===== src/rtl/data_bus_arbiter.sv =====
// data_bus_arbiter: four-master round-robin arbiter for an 8-bit slave bus.
// A grant lasts for as long as the owner keeps its request high. When the
// owner releases, the bus passes directly to the next requester with no
// idle cycle in between. The optional per-grant timeout is compiled in by
// defining the macro ARB_TIMEOUT_EN. A timeout revokes the grant, sets the
// sticky timeout_err flag, and masks the revoked master until it drops its
// request.
module data_bus_arbiter #(
  parameter int unsigned TIMEOUT_CYCLES = 255
) (
  input  logic        clk,
  input  logic        rst,
  input  logic [3:0]  mst_req,
  output logic [3:0]  mst_grant,
  input  logic [31:0] mst_addr,
  input  logic [3:0]  mst_wr,
  input  logic [3:0]  mst_rd,
  input  logic [31:0] mst_wdata,
  output logic [7:0]  slv_addr,
  output logic        slv_wr,
  output logic        slv_rd,
  output logic [7:0]  slv_wdata,
  output logic [1:0]  owner,
  output logic        bus_busy,
  input  logic        err_clr,
  output logic        timeout_err
);

  typedef enum logic [2:0] {
    ST_IDLE   = 3'd0,
    ST_GRANT0 = 3'd1,
    ST_GRANT1 = 3'd2,
    ST_GRANT2 = 3'd3,
    ST_GRANT3 = 3'd4
  } state_t;

  state_t     state_r;
  logic [1:0] owner_r;
  logic [1:0] last_owner_r;
  logic       owner_req_s;
  logic       revoke_s;
  logic [3:0] mask_s;
  logic [3:0] eligible_s;
  logic       hold_s;
  logic [2:0] pick_s;
  logic       new_grant_s;

  function automatic logic [3:0] onehot(input logic [1:0] idx);
    return 4'b0001 << idx;
  endfunction

  // Returns {found, index}. The search starts at last+1 and wraps, so the
  // master in the 'last' position itself is checked last.
  function automatic logic [2:0] pick_rr(input logic [3:0] req, input logic [1:0] last);
    logic [2:0] res;
    logic [1:0] idx;
    res = 3'b000;
    for (int i = 1; i <= 4; i++) begin
      idx = last + 2'(i);
      if (!res[2] && req[idx]) res = {1'b1, idx};
    end
    return res;
  endfunction

  function automatic state_t grant_state(input logic [1:0] idx);
    state_t st;
    case (idx)
      2'd0:    st = ST_GRANT0;
      2'd1:    st = ST_GRANT1;
      2'd2:    st = ST_GRANT2;
      2'd3:    st = ST_GRANT3;
      default: st = ST_IDLE;
    endcase
    return st;
  endfunction

  assign owner_req_s = mst_req[owner_r];
  assign owner       = owner_r;
  assign bus_busy    = |mst_grant;

  // Decide whether to keep the current owner or pick the next round-robin
  // winner. A revoked owner is excluded from the search.
  always_comb begin
    eligible_s = mst_req & ~mask_s;
    hold_s     = 1'b0;
    if (state_r != ST_IDLE) begin
      hold_s = owner_req_s & ~revoke_s;
      if (revoke_s) begin
        eligible_s = eligible_s & ~onehot(owner_r);
      end else begin
        eligible_s = eligible_s;
      end
    end else begin
      hold_s = 1'b0;
    end
    pick_s      = pick_rr(eligible_s, last_owner_r);
    new_grant_s = ~hold_s & pick_s[2];
  end

  // Arbitration FSM with a registered one-hot grant and owner.
  always_ff @(posedge clk or negedge rst) begin
    if (!rst) begin
      state_r      <= ST_IDLE;
      mst_grant    <= 4'b0000;
      owner_r      <= 2'd0;
      last_owner_r <= 2'd3;
    end else if (hold_s) begin
      state_r      <= state_r;
      mst_grant    <= mst_grant;
      owner_r      <= owner_r;
      last_owner_r <= last_owner_r;
    end else if (pick_s[2]) begin
      state_r      <= grant_state(pick_s[1:0]);
      mst_grant    <= onehot(pick_s[1:0]);
      owner_r      <= pick_s[1:0];
      last_owner_r <= pick_s[1:0];
    end else begin
      state_r      <= ST_IDLE;
      mst_grant    <= 4'b0000;
      owner_r      <= owner_r;
      last_owner_r <= last_owner_r;
    end
  end

  // Slave bus mux: forwards the granted master's signals and drives zero when idle.
  always_comb begin
    slv_addr  = 8'h00;
    slv_wr    = 1'b0;
    slv_rd    = 1'b0;
    slv_wdata = 8'h00;
    case (state_r)
      ST_GRANT0, ST_GRANT1, ST_GRANT2, ST_GRANT3: begin
        slv_addr  = mst_addr[8*owner_r +: 8];
        slv_wr    = mst_wr[owner_r];
        slv_rd    = mst_rd[owner_r];
        slv_wdata = mst_wdata[8*owner_r +: 8];
      end
      default: begin
        slv_addr  = 8'h00;
        slv_wr    = 1'b0;
        slv_rd    = 1'b0;
        slv_wdata = 8'h00;
      end
    endcase
  end

`ifdef ARB_TIMEOUT_EN
  localparam logic [7:0] CNT_LAST = 8'(TIMEOUT_CYCLES - 1);

  logic [7:0] cnt_r;
  logic [3:0] mask_r;
  logic       err_r;

  assign revoke_s    = (state_r != ST_IDLE) && owner_req_s && (cnt_r == CNT_LAST);
  assign mask_s      = mask_r;
  assign timeout_err = err_r;

  // Per-grant cycle counter, revoked-master mask and sticky error flag.
  // When a revoke and err_clr occur in the same cycle, the flag stays set.
  always_ff @(posedge clk or negedge rst) begin
    if (!rst) begin
      cnt_r  <= 8'd0;
      mask_r <= 4'b0000;
      err_r  <= 1'b0;
    end else begin
      if (new_grant_s) begin
        cnt_r <= 8'd0;
      end else if (hold_s) begin
        cnt_r <= cnt_r + 8'd1;
      end else begin
        cnt_r <= 8'd0;
      end
      mask_r <= (mask_r & mst_req) | (revoke_s ? onehot(owner_r) : 4'b0000);
      if (revoke_s) begin
        err_r <= 1'b1;
      end else if (err_clr) begin
        err_r <= 1'b0;
      end else begin
        err_r <= err_r;
      end
    end
  end
`else
  logic unused_err_clr_s;

  assign revoke_s         = 1'b0;
  assign mask_s           = 4'b0000;
  assign timeout_err      = 1'b0;
  assign unused_err_clr_s = err_clr;
`endif

endmodule


===== config.mk =====
export PLATFORM = sky130hd
export DESIGN_NAME = data_bus_arbiter
export DESIGN_NICKNAME = d
export VERILOG_FILES = /design/src/rtl/data_bus_arbiter.sv
export SDC_FILE = /design/constraint.sdc
export NUM_CORES = 1
export LEC_CHECK = 0
export ABC_AREA = 1
export CORE_ASPECT_RATIO = 0.6
export CORE_MARGIN = 2
export CORE_UTILIZATION = 37
export DETAILED_ROUTE_END_ITERATION = 8
export PLACE_DENSITY_LB_ADDON = 0.15
export SLEW_MARGIN = 20
export SYNTH_ARGS = -nofsm -noshare
export SYNTH_HDL_FRONTEND = slang
export SYNTH_SLANG_ARGS = --single-unit

===== constraint.sdc =====
create_clock -name clk -period 2.8 [get_ports clk]
set_clock_uncertainty 0.1 [all_clocks]
set_input_delay 0.56 -clock clk [delete_from_list [all_inputs] [get_ports clk]]
set_output_delay 0.56 -clock clk [all_outputs]
set_load 0.01 [all_outputs]

---- Word level (Yosys, flattened, before mapping) ----
Index checks and enable logic that the tools add are counted.
operators by class
  shifts and indexed selects .............. 3
  reduce and logical (&&, ||, !) cells .... 11
  add/sub/neg operators ................... 3
  eq/ne operators ......................... 7
  $lt $le $gt $ge ......................... 5
  bitwise logic cells ..................... 1
  multiplexer cells ....................... 26
operator list
  kind                                                                           count
  32-bit by 6-bit indexed part select with 8-bit output                          2
  8-bit 2-to-1 mux                                                               2
  2-bit by 3-bit less-than comparator with 1-bit output (second input constant)  5
  3-bit 2-to-1 mux                                                               5
  1-bit binary-select mux with 2-bit select                                      7
  3-bit one-hot mux with 4 select lines                                          1
  1-bit 2-to-1 mux                                                               10
  4-bit OR reduction                                                             2
  3-bit by 2-bit equality test with 1-bit output (second input constant)         2
  2-bit adder (second input constant)                                            2
  2-bit equality test (second input constant)                                    2
  4-bit 2-to-1 mux                                                               1
  1-bit by 2-bit << shifter with 4-bit output (first input constant)             1
  3-bit by 1-bit equality test with 1-bit output (second input constant)         1
  3-bit equality test (second input constant)                                    1
  1-bit logical AND                                                              3
  1-bit logical NOT                                                              3
  3-bit nonzero test                                                             1
  2-bit by 1-bit adder with 2-bit output (second input constant)                 1
  2-bit by 1-bit equality test with 1-bit output (second input constant)         1
  2-bit logical NOT                                                              1
  2-bit AND reduction                                                            1
  1-bit inverter                                                                 1
storage, ports and cells
  bits in registers ....................... 11
  word-level logic and storage cells ...... 60
  input bits .............................. 79
  output and inout bits ................... 26

---- Logic depth before layout (Yosys ltp) ----
  depth in word-level cells ............... 16
  depth in mapped cells ................... 16
  depth with buffers taken out ............ 15

---- Worst setup path after synthesis ----
No wires, ideal clock.
  kind .................................... reg2out
  start ................................... register owner_r[0] (netlist: owner[0])
  end ..................................... output slv_wdata[3]
  cell stages (with the launch flop) ...... 7
  arrival time ............................ 1.274 ns
  buffers on the path ..................... 2
  setup slack ............................. 0.866 ns
  required time ........................... 2.140 ns
  cell sequence ........................... dfrtp_1 buf_2 buf_2 nor2_1 nor2_1 o21ai_0 a21oi_1
between the ends
  cells in the longest elaborated chain, start to end .. 2
ends and longest elaborated chain
  what                                                   line  source
  from (decl)                                            38    logic [1:0] owner_r;
  from (signal assigned)                                 110   owner_r <= owner_r;
  from (signal assigned)                                 115   owner_r <= pick_s[1:0];
  from (signal assigned)                                 120   owner_r <= owner_r;
  32-bit by 6-bit indexed part select with 8-bit output  136   slv_wdata = mst_wdata[8*owner_r +: 8];
  8-bit 2-to-1 mux                                       131   case (state_r)
  to (decl)                                              22    output logic [7:0] slv_wdata,
No other way between the ends.

---- Worst setup path after layout ----
  start ................................... input mst_addr[0]
  end ..................................... output slv_addr[0]
between the ends
  cells in the longest elaborated chain, start to end .. 2
ends and longest elaborated chain
  what                                                   line  source
  from (decl)                                            15    input logic [31:0] mst_addr,
  32-bit by 6-bit indexed part select with 8-bit output  133   slv_addr = mst_addr[8*owner_r +: 8];
  8-bit 2-to-1 mux                                       131
  to (decl)                                              19    output logic [7:0] slv_addr,
No other way between the ends.

==> run_results.csv <==
group,metric,value,unit
synth,synthArstFlopShare,100.0,%
worst_setup_path,path_class,"in2out",
global_route,grt_first_pass_wirelength,7638,µm
clocking,cts_max_path_buffers,2,
global_route,grt.total_usage,21.55,%
routing,drc,0,
global_route,grt_pass1_vias,1748,
layout,final_core_util,68.95,%
placed_design,placed_cells_incl_taps,400,
die,die_area,4315,µm²
synth,syn_inst,257,
synth,yosysSeqAreaShare,18.02,%
status,run_status,"complete, no violations",
placed_design,place_area,2462,µm²
layout,final_area,2522,µm²
die,initial_core_util,38.34,%
clocking,holdBufCountCts,0,
synth,synth_ff_type,"dfrtp_1",
clocking,post_cts_resized,0,
synth,avgSynthCellArea,5.458,µm²
global_route,antenna_found_initial,0,
global_route,globalRoute.totalOverflow,0,
synth,ys_ff_latch,10,
timing,max_freq,0.3832,GHz
synth,synth-edff-count,0,
worst_setup_path,cp-start-kind,"input port",
synth,syn_nets,341,
worst_hold_path,hold_path.class,"reg2reg",
die,die_w,83.49,µm
die,coreArea,3659,µm²
routing,antenna_left,0,
die,io_pins,105,
clocking,cts_setup_buffers,0,
clocking,htreeDepth,1,
timing,fin_crit_sh,93.21,%
clocking,worstSkewPairLatency,0.24,ns
flow_run,max-cap-violations,0,
timing,grt_setup_unrepaired,"false",
timing,min_period,2.610,ns
routing,wl,4778,µm
routing,wl_per_cell,11.83,µm
die,rows,17,
synth,syn_area,1403,µm²
layout,instances_no_fill,404,
pwr,p_leak,0.001133,µW
layout,nNetsFinal,442,
clocking,clock_sinks,10,
layout,drive_gt1_share,8.964,%
global_route,grt_max_degree,27,
layout,area_growth,79.84,%
routing,firstDrtPassIters,5,
die,die_h,51.69,µm
timing,hold_viol,0,
clocking,cts_root_buffer,"clkbuf_8",
layout,fillers,311,
pwr,irDropWorstVdd,807.3,µV
worst_setup_path,crit_required,2.14,ns
worst_setup_path,arrival,1.95,ns
placed_design,numPortBuffers,102,
worst_setup_path,end_kind,"output pin",
synth,ys_warn_count,0,
routing,drtIter0Drc,76,
pwr,powerDensity,1138,nW/µm²
worst_setup_path,critPathMaxFanout,1,
placed_design,gp_congestion,0.8529,
clocking,cts_buffers,3,
clocking,tritoncts,"built",
timing,fin_setup_tns,0,ns
routing,num_vias,1964,
placed_design,hpwl,3717,µm
clocking,clk_pin_slew_worst_paths,0.05,ns
timing,setup_violations,0,
routing,vias_per_cell,4.861,
layout,n_antenna_cell,0,
timing,slew_violations,0,
synth,ys_types,26,
==> cells in the mapped netlist (3+ instances only) <==
| master | instances | share of area [%] |
|---|---|---|
| nor2_1 | 75 | 20 |
| nand2_1 | 53 | 14 |
| o21ai_0 | 39 | 14 |
| a21oi_1 | 21 | 7.5 |
| inv_1 | 12 | 3.2 |
| nand2_2 | 9 | 4.0 |
| dfrtp_1 | 8 | 14 |
| nand3_1 | 6 | 2.1 |
| ha_1 | 5 | 4.5 |
| buf_2 | 4 | 1.4 |
| buf_4 | 4 | 2.1 |
| clkbuf_1 | 3 | 0.80 |
==> flip-flops by register name, summed over array words and instances (netlist names) <==
register,count
mst_grant,4
last_owner_r,2
owner,2
state_r,2
==> metal layers <==
metal | track usage [%] | wire, µm | vias to the layer above
li1 | - | - | 1019
met2 | 38.17 | 2115 | 75
met3 | 6.508 | 375 | 4
met5 | 0 | 0 | -
met4 | 4.301 | 41 | 0
met1 | 26.54 | 2245 | 866
==> path summary, 6_finish.rpt <==
kind,start,to,slack (ns),cells past startpoint
max in group asynchronous,rst,last_owner_r[0],1.74,1
worst max-delay path,mst_addr[0],slv_addr[0],0.19,6
worst max register to register,last_owner_r[0],state_r[0],0.66,14
worst min register to register,mst_grant[2],mst_grant[2],0.41,2
worst min-delay path,mst_grant[2],mst_grant[2],0.41,2
min in group asynchronous,rst,mst_grant[1],0.53,1
==> final cells by class <==
class | count | area [µm²] | area share [%]
multi-input combinational | 217 | 1007 | 39.93
tap | 47 | 58.81 | 2.331
clock buffer | 4 | 55.05 | 2.183
sequential | 10 | 252.7 | 10.02
inverter | 16 | 67.56 | 2.679
timing repair buffer | 110 | 1081 | 42.86
==> cells in the final DEF, fill, tap and decap left out <==
cell type / netlist / routed
nand3_2: 2 / 2
nand3_1: 6 / 6
nand2_4: 1 / 2
dfstp_2: 2 / 2
inv_4: 1 / 1
o21ai_0: 39 / 39
buf_4: 4 / 8
or3_2: 1 / 1
clkdlybuf4s50_1: 0 / 102
a21oi_1: 21 / 21
inv_1: 12 / 12
conb_1: 1 / 1
nand2_2: 9 / 8
nand4_1: 1 / 1
nand2_1: 53 / 53
ha_1: 5 / 5
inv_2: 2 / 2
nor2_1: 75 / 75
or4_1: 1 / 1
o21ai_1: 1 / 1
inv_6: 1 / 1
dfrtp_1: 8 / 8
nor2_4: 1 / 1
clkbuf_8: 0 / 4
==> power by group <==
part | internal (µW) | switching [µW] | total, µW
registers | 237 | 73.7 | 311
logic | 1070 | 1320 | 2380
clock network | 123 | 55.7 | 179
total | 1430 | 1440 | 2870
==> through the flow <==
stage                     power, µW  setup WS [ns]  hold slack (ns)
final                          2872         0.1901           0.4054
after CTS                      2876        0.07539           0.4031
after global placement         2653         0.2015           0.3862
after floorplan                1787         0.8665           0.1644
after detailed placement       2674         0.1877           0.3928
after global routing           3216        0.07650           0.4396
==> critical path, stage by stage <==
cell and delay (ns):
clkdlybuf4s50_1 0.46, nor2_1 0.04, nor2_1 0.07, o21ai_0 0.08
a21oi_1 0.17, clkdlybuf4s50_1 0.56
==> kinds of logic (layout without fill, tap and decap cells) <==
group,after synthesis,in the layout,share of synthesized area (%)
AND/OR/NAND/NOR,150,150,44.96
buffers and inverters,30,130,10.53
AO/OA/AOI/OAI,61,61,21.77
flip-flops,10,10,18.02
other,1,1,0.2674
adder cells (fa/ha/maj),5,5,4.460
Note: power is estimated with default switching activity, not from simulation.
